===== config.mk =====
export PLATFORM = sky130hd
export DESIGN_NAME = elevator_look_scheduler
export DESIGN_NICKNAME = d
export VERILOG_FILES = /design/src/rtl/elev_pkg.sv /design/src/rtl/elev_req_latch.sv /design/src/rtl/elevator_look_scheduler.sv
export SDC_FILE = /design/constraint.sdc
export NUM_CORES = 1
export LEC_CHECK = 0
export CORE_ASPECT_RATIO = 0.6
export CORE_MARGIN = 3
export CORE_UTILIZATION = 50
export DETAILED_ROUTE_END_ITERATION = 10
export GPL_TIMING_DRIVEN = 0
export PLACE_DENSITY = 0.93
export RECOVER_POWER = 25
export SLEW_MARGIN = 20
export SYNTH_ARGS = -nofsm -noshare
export SYNTH_HDL_FRONTEND = slang
export SYNTH_SLANG_ARGS = --single-unit

===== constraint.sdc =====
create_clock -name clk -period 4.3 [get_ports clk]
set_clock_uncertainty 0.15 [all_clocks]
set_input_delay 0.645 -clock clk [delete_from_list [all_inputs] [get_ports clk]]
set_output_delay 0.645 -clock clk [all_outputs]
set_load 0.05 [all_outputs]

===== src/rtl/elev_pkg.sv =====
// Shared types and constants for the elevator LOOK scheduler.
package elev_pkg;

  typedef enum logic [1:0] {
    IDLE  = 2'd0,
    MOVE  = 2'd1,
    DOOR  = 2'd2,
    CLOSE = 2'd3
  } state_t;

  localparam logic DIR_UP = 1'b1;
  localparam logic DIR_DN = 1'b0;

  localparam int N_FLOORS_DEF = 5;

endpackage


===== src/rtl/elev_req_latch.sv =====
// Sticky per-floor request register: a pulse sets a bit, which then holds
// until the scheduler clears it. Clear beats a simultaneous set; the scheduler
// only raises clear while the car is servicing that floor. Bits outside KEEP
// never latch (unused hall buttons at the end floors).
module elev_req_latch #(
  parameter int             N    = 5,
  parameter logic [N-1:0]   KEEP = '1
) (
  input  logic         clk,
  input  logic         rst_n,
  input  logic [N-1:0] set,
  input  logic [N-1:0] clr,
  output logic [N-1:0] pend
);

  // Accumulate new calls and drop the ones being serviced.
  always_ff @(posedge clk or negedge rst_n) begin
    // NOTE: state registers use non-blocking assignment so every flop samples pre-edge values.
    if (!rst_n) pend <= '0;
    else        pend <= (pend | set) & ~clr & KEEP;
  end

endmodule


===== src/rtl/elevator_look_scheduler.sv =====
// Single-car LOOK scheduler: latches calls, keeps travelling while calls lie
// ahead, reverses or idles otherwise, and runs a timed door dwell per stop.
// Optional build macro ELEV_DOOR_HOLD_EN adds a door_hold input that freezes
// the dwell in DOOR and re-opens the door from CLOSE.
module elevator_look_scheduler
  import elev_pkg::*;
#(
  parameter int  N_FLOORS     = N_FLOORS_DEF,
  parameter int  DWELL_CYCLES = 8,
  localparam int FLOOR_W      = $clog2(N_FLOORS)
) (
  input  logic                clk,
  input  logic                rst_n,
  input  logic [N_FLOORS-1:0] cab_req,
  input  logic [N_FLOORS-1:0] hall_up_req,
  input  logic [N_FLOORS-1:0] hall_dn_req,
  input  logic [FLOOR_W-1:0]  floor_cur,
  input  logic                floor_aligned,
  input  logic                door_closed,
`ifdef ELEV_DOOR_HOLD_EN
  input  logic                door_hold,
`endif
  output logic                motor,
  output logic                direction,
  output logic                door_open_cmd,
  output logic [N_FLOORS-1:0] pend_cab,
  output logic [N_FLOORS-1:0] pend_up,
  output logic [N_FLOORS-1:0] pend_dn,
  output logic                busy
);

  localparam int                  CNT_W   = $clog2(DWELL_CYCLES + 1);
  localparam logic [CNT_W-1:0]    RELOAD  = CNT_W'(DWELL_CYCLES - 1);
  localparam logic [FLOOR_W-1:0]  TOP     = FLOOR_W'(N_FLOORS - 1);
  localparam logic [N_FLOORS-1:0] UP_KEEP = {1'b0, {(N_FLOORS-1){1'b1}}};
  localparam logic [N_FLOORS-1:0] DN_KEEP = {{(N_FLOORS-1){1'b1}}, 1'b0};

  state_t               state, next_state, dec_state;
  logic [CNT_W-1:0]     dwell_cnt, next_cnt;
  logic                 next_dir, dec_dir;
  logic [N_FLOORS-1:0]  cur_oh, above_m, below_m, pend_all;
  logic [N_FLOORS-1:0]  clr_cab, clr_up, clr_dn;
  logic                 above, below, ahead, cab_at, up_at, dn_at;
  logic                 up_ok, dn_ok, serv_here, req_here, at_limit, stop_now, clr_en;
  logic                 hold;

`ifdef ELEV_DOOR_HOLD_EN
  assign hold = door_hold;
`else
  assign hold = 1'b0;
`endif

  // Floor position masks relative to the car.
  always_comb begin
    // NOTE: every always_comb output gets a default first so no path can infer a latch.
    cur_oh  = '0;
    above_m = '0;
    below_m = '0;
    for (int f = 0; f < N_FLOORS; f++) begin
      cur_oh[f]  = (FLOOR_W'(f) == floor_cur);
      above_m[f] = (FLOOR_W'(f) >  floor_cur);
      below_m[f] = (FLOOR_W'(f) <  floor_cur);
    end
  end

  assign pend_all = pend_cab | pend_up | pend_dn;
  assign above    = |(pend_all & above_m);
  assign below    = |(pend_all & below_m);
  assign ahead    = (direction == DIR_UP) ? above : below;
  assign cab_at   = |(pend_cab & cur_oh);
  assign up_at    = |(pend_up  & cur_oh);
  assign dn_at    = |(pend_dn  & cur_oh);

  // Hall calls at this floor are only serviced when the car will leave in
  // their direction, or when nothing is left on the other side.
  assign up_ok     = (direction == DIR_UP) || !below;
  assign dn_ok     = (direction == DIR_DN) || !above;
  assign serv_here = cab_at | (up_at & up_ok) | (dn_at & dn_ok);
  assign req_here  = |(cab_req & cur_oh)
                   | (|(hall_up_req & UP_KEEP & cur_oh) & up_ok)
                   | (|(hall_dn_req & DN_KEEP & cur_oh) & dn_ok);

  assign at_limit = (direction == DIR_UP) ? (floor_cur == TOP) : (floor_cur == '0);
  assign stop_now = at_limit
                  || (floor_aligned && (cab_at
                                        || (direction == DIR_UP && up_at)
                                        || (direction == DIR_DN && dn_at)
                                        || !ahead));

  // LOOK decision. "Here" counts only calls the door cycle will actually
  // clear, so a wrong-direction hall call cannot trap the car in DOOR/CLOSE.
  always_comb begin
    dec_state = IDLE;
    dec_dir   = direction;
    if (serv_here) begin
      dec_state = DOOR;
    end else if (ahead) begin
      dec_state = MOVE;
    end else if (above || below) begin
      dec_state = MOVE;
      dec_dir   = ~direction;
    end
  end

  // Next-state, dwell counter and direction.
  always_comb begin
    next_state = state;
    next_cnt   = dwell_cnt;
    next_dir   = direction;
    case (state)
      IDLE: begin
        next_state = dec_state;
        next_dir   = dec_dir;
      end
      MOVE: begin
        if (stop_now) next_state = serv_here ? DOOR : IDLE;
      end
      DOOR: begin
        if (req_here || hold)     next_cnt   = RELOAD;
        else if (dwell_cnt == '0) next_state = CLOSE;
        else                      next_cnt   = dwell_cnt - 1'b1;
      end
      CLOSE: begin
        if (req_here || hold) begin
          next_state = DOOR;
        end else if (door_closed) begin
          next_state = dec_state;
          next_dir   = dec_dir;
        end
      end
      default: next_state = IDLE;
    endcase
    if (next_state == DOOR && state != DOOR) next_cnt = RELOAD;
  end

  // Calls at the current floor are cleared on DOOR entry and absorbed while
  // the door cycle is running there.
  assign clr_en  = (next_state == DOOR) || (state == DOOR) || (state == CLOSE);
  assign clr_cab = clr_en           ? cur_oh : '0;
  assign clr_up  = (clr_en && up_ok) ? cur_oh : '0;
  assign clr_dn  = (clr_en && dn_ok) ? cur_oh : '0;

  elev_req_latch #(.N(N_FLOORS), .KEEP({N_FLOORS{1'b1}})) u_cab (
    .clk(clk), .rst_n(rst_n), .set(cab_req), .clr(clr_cab), .pend(pend_cab)
  );
  elev_req_latch #(.N(N_FLOORS), .KEEP(UP_KEEP)) u_up (
    .clk(clk), .rst_n(rst_n), .set(hall_up_req), .clr(clr_up), .pend(pend_up)
  );
  elev_req_latch #(.N(N_FLOORS), .KEEP(DN_KEEP)) u_dn (
    .clk(clk), .rst_n(rst_n), .set(hall_dn_req), .clr(clr_dn), .pend(pend_dn)
  );

  // State register with outputs registered from the next-state decision.
  always_ff @(posedge clk or negedge rst_n) begin
    if (!rst_n) begin
      state         <= IDLE;
      dwell_cnt     <= '0;
      motor         <= 1'b0;
      direction     <= DIR_UP;
      door_open_cmd <= 1'b0;
      busy          <= 1'b0;
    end else begin
      state         <= next_state;
      dwell_cnt     <= next_cnt;
      motor         <= (next_state == MOVE);
      direction     <= next_dir;
      door_open_cmd <= (next_state == DOOR);
      busy          <= (next_state != IDLE);
    end
  end

`ifndef SYNTHESIS
  motor_door_safe_a: assert property (@(posedge clk) disable iff (!rst_n)
    motor |-> (!door_open_cmd && door_closed));
`endif

endmodule


==> results.md, run 1 <==
- Worst setup EP type: flop
- Met3 Use GR: 8.118%
- First-pass GRT wire length: 7596 um
- Antenna cells: 0
- Adder-Cell Fraction of Synth Area: 0.8157%
- Slew HR: 13.49%
- Core area: 0.002698 mm2
- Num CTS Buffers: 3
- Static Leak: 0.7781 nW
- H-tree levels: 1
- Area contributors post-synth: dfrtp_1 (36%), mux2i_1 (7.2%), nor2_1 (3.7%)
- FMAX: 0.2711 GHz
- Largest net degree at the start of global routing: 24
- Seq/Total Area, Yosys: 37.60%
- Synth cell types: 51
- Post CTS Setup Buffer Count: 0
- Clk pin slew, worst setup/hold paths: 90 ps
- RSZ-0062 raised after global routing: false
- Number of routed nets with antenna violations: 0
- Synth warn: 0
- Critical Path RT: 4300 ps
- Mapped Avg Cell Area: 9.023 um2
- Die Wd: 77.51 um
- Top delay family on crit path: compound AO/OA/AOI/OAI gates
- Crit path cell chain: clkdlybuf4s50_1 -> buf_2 -> buf_2 -> o311ai_0 -> o22ai_1 -> o311ai_2 -> a21boi_0 -> a31oi_1
- Final setup viols: 0
- Worst IR drop on VDD: 0.2596 mV
- Top cells by count, synth: dfrtp_1 (22), nor2_1 (15), nand2_1 (13)
- Global-route met1 utilization: 37.28%
- Async S/R FF share, synth: 100.0%
- Layout cells sized above 1: 9.048%
- Fin util: 73.42%
- Max-cap violations: 0
- Top Usage Layer GRT: met2
- CTS Hold Buffers Added: 0
- IO Count: 41
- Yosys top cell by area: dfrtp_1
- Fin nets: 234
- Starting Density: 56.86%
- Synth Register Bits: 23
- PD cells: 281.4 mW/mm2
- Synthesized cell area: 0.001534 mm2
- Area growth syn-to-layout: 29.12%
- Vias in the first global route: 1447
- PortBufs: 35
- Slew @ Worst Pin: 1298 ps
- Most common cell in the netlist: dfrtp_1
- CTS root buf: clkbuf_8
- Post_cts resized: 0
- Critical path's slowest cell: o311ai_2
- Fin cells: 250
- Crit-path max cell delay: 650 ps
- Post-detail-place hpwl: 3678 um
- Worst-Skew Late Latency: 280 ps
- Fin Hold WS: 409.0 ps
- Total die area: 0.003790 mm2
- Post-synthesis mux area share: 7.912%
- Main combinational cell family by area after synthesis: compound AO/OA/AOI/OAI gates
- CTS Sinks: 23
- DP Cell Count: 246
- Syn Inst Count: 170
- Ys flop type: dfrtp_1
- CP max FO: 10
- CP Launch Type: input port
- Clock tree buffer depth: 2
- Gr ovfl total: 0
- Total track usage: 25.94%
- Mean routed wirelength per cell: 18.71 um
- Initial antenna violation count: 0
- Type of the worst setup path: in2reg
- Synth Area in Compound Gates: 28.71%
- Fillcell total: 206
- Iter 0 DRT Violations: 211
- Final WL: 4677 um
- GRT met2 Usage: 38.11%
- Worst hold path class: reg2reg
- Number of vias per cell: 6.384
- Share of Yosys cell area claimed by the top area cell type: 35.89%
- Hold Vio Cnt, Final: 0
- Top cell by count, worst path: buf_2
- Power Total: 0.0005573 W
- CTS tree: built
- Number of core rows: 14
- Synth Area in XOR/XNOR: 0.5710%
- Initial DRT Pass Iterations: 5
- Data arrival, critical path: 3680 ps
- Die Ht: 48.91 um
- Final slew viol count: 0
- EDFF count, synth: 0
- Vias: 1596
- Remaining DRCs: 0
- Status: finished, final reports clean
- Setup TNS: 0 ps
- Simple-gate share of the synthesized area: 18.19%
- Final period utilization: 85.79%
- GPL Wtd Cong: 0.9633
- Minimum clock period: 3689 ps
- Count of buffer and inverter cells on the critical path: 3
stage by stage:
step / instance area [um2] / setup WS (ps)
2_1_floorplan: 1538 / 1420
3_3_place_gp: 1938 / 535.1
3_5_place_dp: 1938 / 412.3
4_1_cts: 1987 / 660.7
5_1_grt: 1981 / 424.5
6_report: 1981 / 611.2
layer usage:
layer  vias up  routed length (um)  part of all wire [%]
met3        15                 565                    12
met2       106                1962                    42
li1        719                   -                     -
met1       756                2063                    44
met5         -                   0                     0
met4         0                  85                   1.8
flip-flops by register name (all words and copies together), names as in the netlist:
register / cells
busy: 1
u_up.pend: 4
dwell_cnt: 4
door_open_cmd: 1
u_cab.pend: 5
u_dn.pend: 4
direction: 1
motor: 1
state: 2
path summary, 6_finish.rpt:
kind | start | to | slack, ps | cells past startpoint
hold / removal | u_cab.pend[4]$_DFF_PN0_ | u_cab.pend[4]$_DFF_PN0_ | 410 | 1
setup reg to reg | direction$_DFFE_PN1P_ | u_up.pend[1]$_DFF_PN0_ | 1000 | 7
setup / recovery | floor_cur[0] | u_up.pend[1]$_DFF_PN0_ | 610 | 8
min in group asynchronous | rst_n | state[0]$_DFF_PN0_ | 480 | 1
max in group asynchronous | rst_n | u_dn.pend[1]$_DFF_PN0_ | 2750 | 1
hold reg to reg | u_cab.pend[4]$_DFF_PN0_ | u_cab.pend[4]$_DFF_PN0_ | 410 | 1
cells by family (layout without fill, tap and decap cells):
group | Yosys count | in the layout
adders and majority gates | 1 | 1
xor gates and xnor gates | 1 | 1
other | 1 | 2
and+or+nand+nor | 55 | 55
buffers and inverters | 19 | 58
muxes | 12 | 12
DFF | 23 | 23
AOI/OAI and AO/OA | 58 | 58
cell type report:
cell class | instances | area, um2 | area share [%]
Clock buffer | 3 | 41.29 | 2.085
Inverter | 9 | 33.78 | 1.706
Tap cell | 40 | 50.05 | 2.527
Clock inverter | 1 | 7.507 | 0.3790
Multi-Input combinational cell | 129 | 869.6 | 43.90
Sequential cell | 23 | 576.8 | 29.12
Buffer | 10 | 57.56 | 2.906
Timing Repair Buffer | 35 | 344.1 | 17.37
where the power goes:
group	total (W)	internal, W	switching [W]
combinational	0.000171	0.0000668	0.000104
clock	0.000142	0.0000658	0.0000758
sequential	0.000244	0.000231	0.0000138
cells in the final DEF, fill, tap and decap left out, drive strengths merged, types with 2 or more instances in the layout:
| cell | Yosys | routed |
|---|---|---|
| a21boi | 2 | 2 |
| o22ai | 4 | 4 |
| o21a | 5 | 5 |
| clkdlybuf4s50 | 0 | 34 |
| nor3 | 5 | 5 |
| nand3 | 6 | 6 |
| mux2i | 11 | 11 |
| o311ai | 2 | 2 |
| o31ai | 3 | 3 |
| a21o | 4 | 4 |
| nand2 | 13 | 13 |
| dfrtp | 22 | 22 |
| o2bb2ai | 2 | 2 |
| nor2 | 15 | 15 |
| o21ai | 7 | 7 |
| o32a | 4 | 4 |
| o211ai | 4 | 4 |
| nor3b | 3 | 3 |
| a21oi | 8 | 8 |
| clkbuf | 2 | 6 |
| conb | 1 | 2 |
| a31oi | 5 | 5 |
| buf | 8 | 8 |
| and2 | 3 | 3 |
| inv | 9 | 9 |
| or2 | 2 | 2 |
Power figures use the tool's default switching activity.
==> run 2: changes to the inputs <==
- CORE_UTILIZATION: 50 -> 42
- PLACE_DENSITY: 0.93 -> 0.82
- SLEW_MARGIN: 20 -> 10
==> run 2 against run 1 <==
Compared with the run above: sequential share of layout area decreased by 0.18 points; global-route usage is 6.1 points lower; combinational power is essentially flat; sequential cell count stayed put; register-to-register slack better by 170 ps; core utilization fell by 15 points; clock power barely moved; sequential power is essentially flat; clock-buffer cell count did not move; worst hold slack got worse by 63 ps.
==> results.md, run 2 (synthesis results as in run 1) <==
- RSZ-0062 raised after global routing: false
- Fin nets: 234
- FMAX: 0.2795 GHz
- CTS Hold Buffers Added: 0
- Finished Cell Area: 0.001993 mm2
- Final period utilization: 83.21%
- Remaining DRCs: 0
- H-tree levels: 1
- Worst hold path class: reg2reg
- Number of vias per cell: 5.933
- Fin util: 58.91%
- Initial DRT Pass Iterations: 7
- Vias in the first global route: 1397
- Core area: 0.003383 mm2
- Vias: 1513
- Total track usage: 19.85%
- First-pass GRT wire length: 6886 um
- Placed Area: 0.001944 mm2
- Critical Path RT: 4300 ps
- Worst IR drop on VDD: 0.1817 mV
- PortBufs: 35
- Crit-path max cell delay: 620 ps
- Minimum clock period: 3578 ps
- Count of buffer and inverter cells on the critical path: 3
- Data arrival, critical path: 3570 ps
- Static Leak: 0.7811 nW
- Most frequent cells in the layout: clkdlybuf4s50_1 (34), dfrtp_1 (22), nor2_1 (15)
- Setup TNS: 0 ps
- CTS root buf: clkbuf_8
- CP max FO: 10
- Largest reg by FF count: u_cab.pend
- Slew @ Worst Pin: 1035 ps
- Clk pin slew, worst setup/hold paths: 90 ps
- Largest net degree at the start of global routing: 24
- Iter 0 DRT Violations: 144
- CTS Sinks: 23
- Post CTS Setup Buffer Count: 0
- Worst-Skew Late Latency: 270 ps
- Starting Density: 45.34%
- Post-detail-place hpwl: 3340 um
- Mean routed wirelength per cell: 16.71 um
- Hold Vio Cnt, Final: 0
- Top delay family on crit path: compound AO/OA/AOI/OAI gates
- Commonest non-fill, non-tap cell in the layout: clkdlybuf4s50_1
- Top cell by count, worst path: buf_2
- PD cells: 276.8 mW/mm2
- Final setup viols: 0
- Final slew viol count: 0
- CTS tree: built
- Initial antenna violation count: 0
- Clock tree buffer depth: 2
- Dpl ws: 518.1 ps
- Status: finished, final reports clean
- Die Ht: 52.81 um
- Antenna cells: 0
- Num CTS Buffers: 3
- Crit path cell chain: clkdlybuf4s50_1 -> buf_2 -> buf_2 -> o311ai_0 -> o22ai_1 -> o311ai_2 -> a21boi_0 -> a31oi_1
- GPL Wtd Cong: 0.9624
- Total die area: 0.004437 mm2
- Slew HR: 30.80%
- Gr ovfl total: 0
- Number of core rows: 16
- Max-cap violations: 0
- Type of the worst setup path: in2reg
- Fillcell total: 306
- Post_cts resized: 0
- Worst setup margin: 721.8 ps
- Critical path's slowest cell: o311ai_2
- CP Launch Type: input port
- Area growth syn-to-layout: 29.93%
- Final WL: 4260 um
- Die Wd: 84.02 um
- Max reg flops: 5
- Worst setup EP type: flop
- Number of routed nets with antenna violations: 0
- Layout cells sized above 1: 9.048%
- IO Count: 41
[run 2: cell count changes in the layout (fill, tap and decap cells not counted), sizes merged]
cell         delta
dlygate4sd3     +1
clkbuf          -1
[run 2: through the flow]
stage / instances / total power [W] / hold slack [ps]
after floorplan: 171 / 0.0003515 / 199.4
final: 255 / 0.0005517 / 346.2
after global routing: 255 / 0.0005786 / 394.1
after global placement: 251 / 0.0004093 / 325.6
after CTS: 255 / 0.0005537 / 356.4
after detailed placement: 251 / 0.0004129 / 333.7
[run 2: routing by layer]
layer,track usage [%],vias to the layer above,routed length [um]
met5,0,-,0
met4,5.080,0,46
met3,8.320,6,476
met2,26.96,83,1653
met1,28.42,706,2083
li1,-,718,-
[run 2: power by group]
part | switching, W | total (W) | internal (W)
sequential | 0.0000130 | 0.000244 | 0.000231
clock | 0.0000747 | 0.000140 | 0.0000657
combinational | 0.000101 | 0.000168 | 0.0000669
[run 2: final timing paths]
path / startpoint / to / slack [ps] / cells after the start
max in group asynchronous: rst_n / u_up.pend[2]$_DFF_PN0_ / 2530 / 1
max: floor_cur[0] / u_up.pend[3]$_DFF_PN0_ / 720 / 8
min: dwell_cnt[2]$_DFFE_PN0P_ / dwell_cnt[2]$_DFFE_PN0P_ / 350 / 1
min reg2reg: dwell_cnt[2]$_DFFE_PN0P_ / dwell_cnt[2]$_DFFE_PN0P_ / 350 / 1
max reg2reg: direction$_DFFE_PN1P_ / u_up.pend[3]$_DFF_PN0_ / 1170 / 7
min in group asynchronous: rst_n / dwell_cnt[0]$_DFFE_PN0P_ / 850 / 1
[run 2: worst reg2reg max path, stage by stage (launching register included)]
cell and delay [ps]:
dfstp_2 530, buf_1 270, xor2_1 110, o311ai_0 490, o22ai_1 250, o311ai_2 620
a21boi_0 440, a31oi_1 140
[run 2: final cells by class]
type	instances	area, um2	area share, %
well taps	45	56.30	2.825
plain buffers	10	57.56	2.888
clock inverters	1	7.507	0.3766
repair buffers	35	350.3	17.58
clock buffers	3	41.29	2.072
inverters	9	33.78	1.695
multi-input cells	129	869.6	43.63
flip-flops and latches	23	576.8	28.94
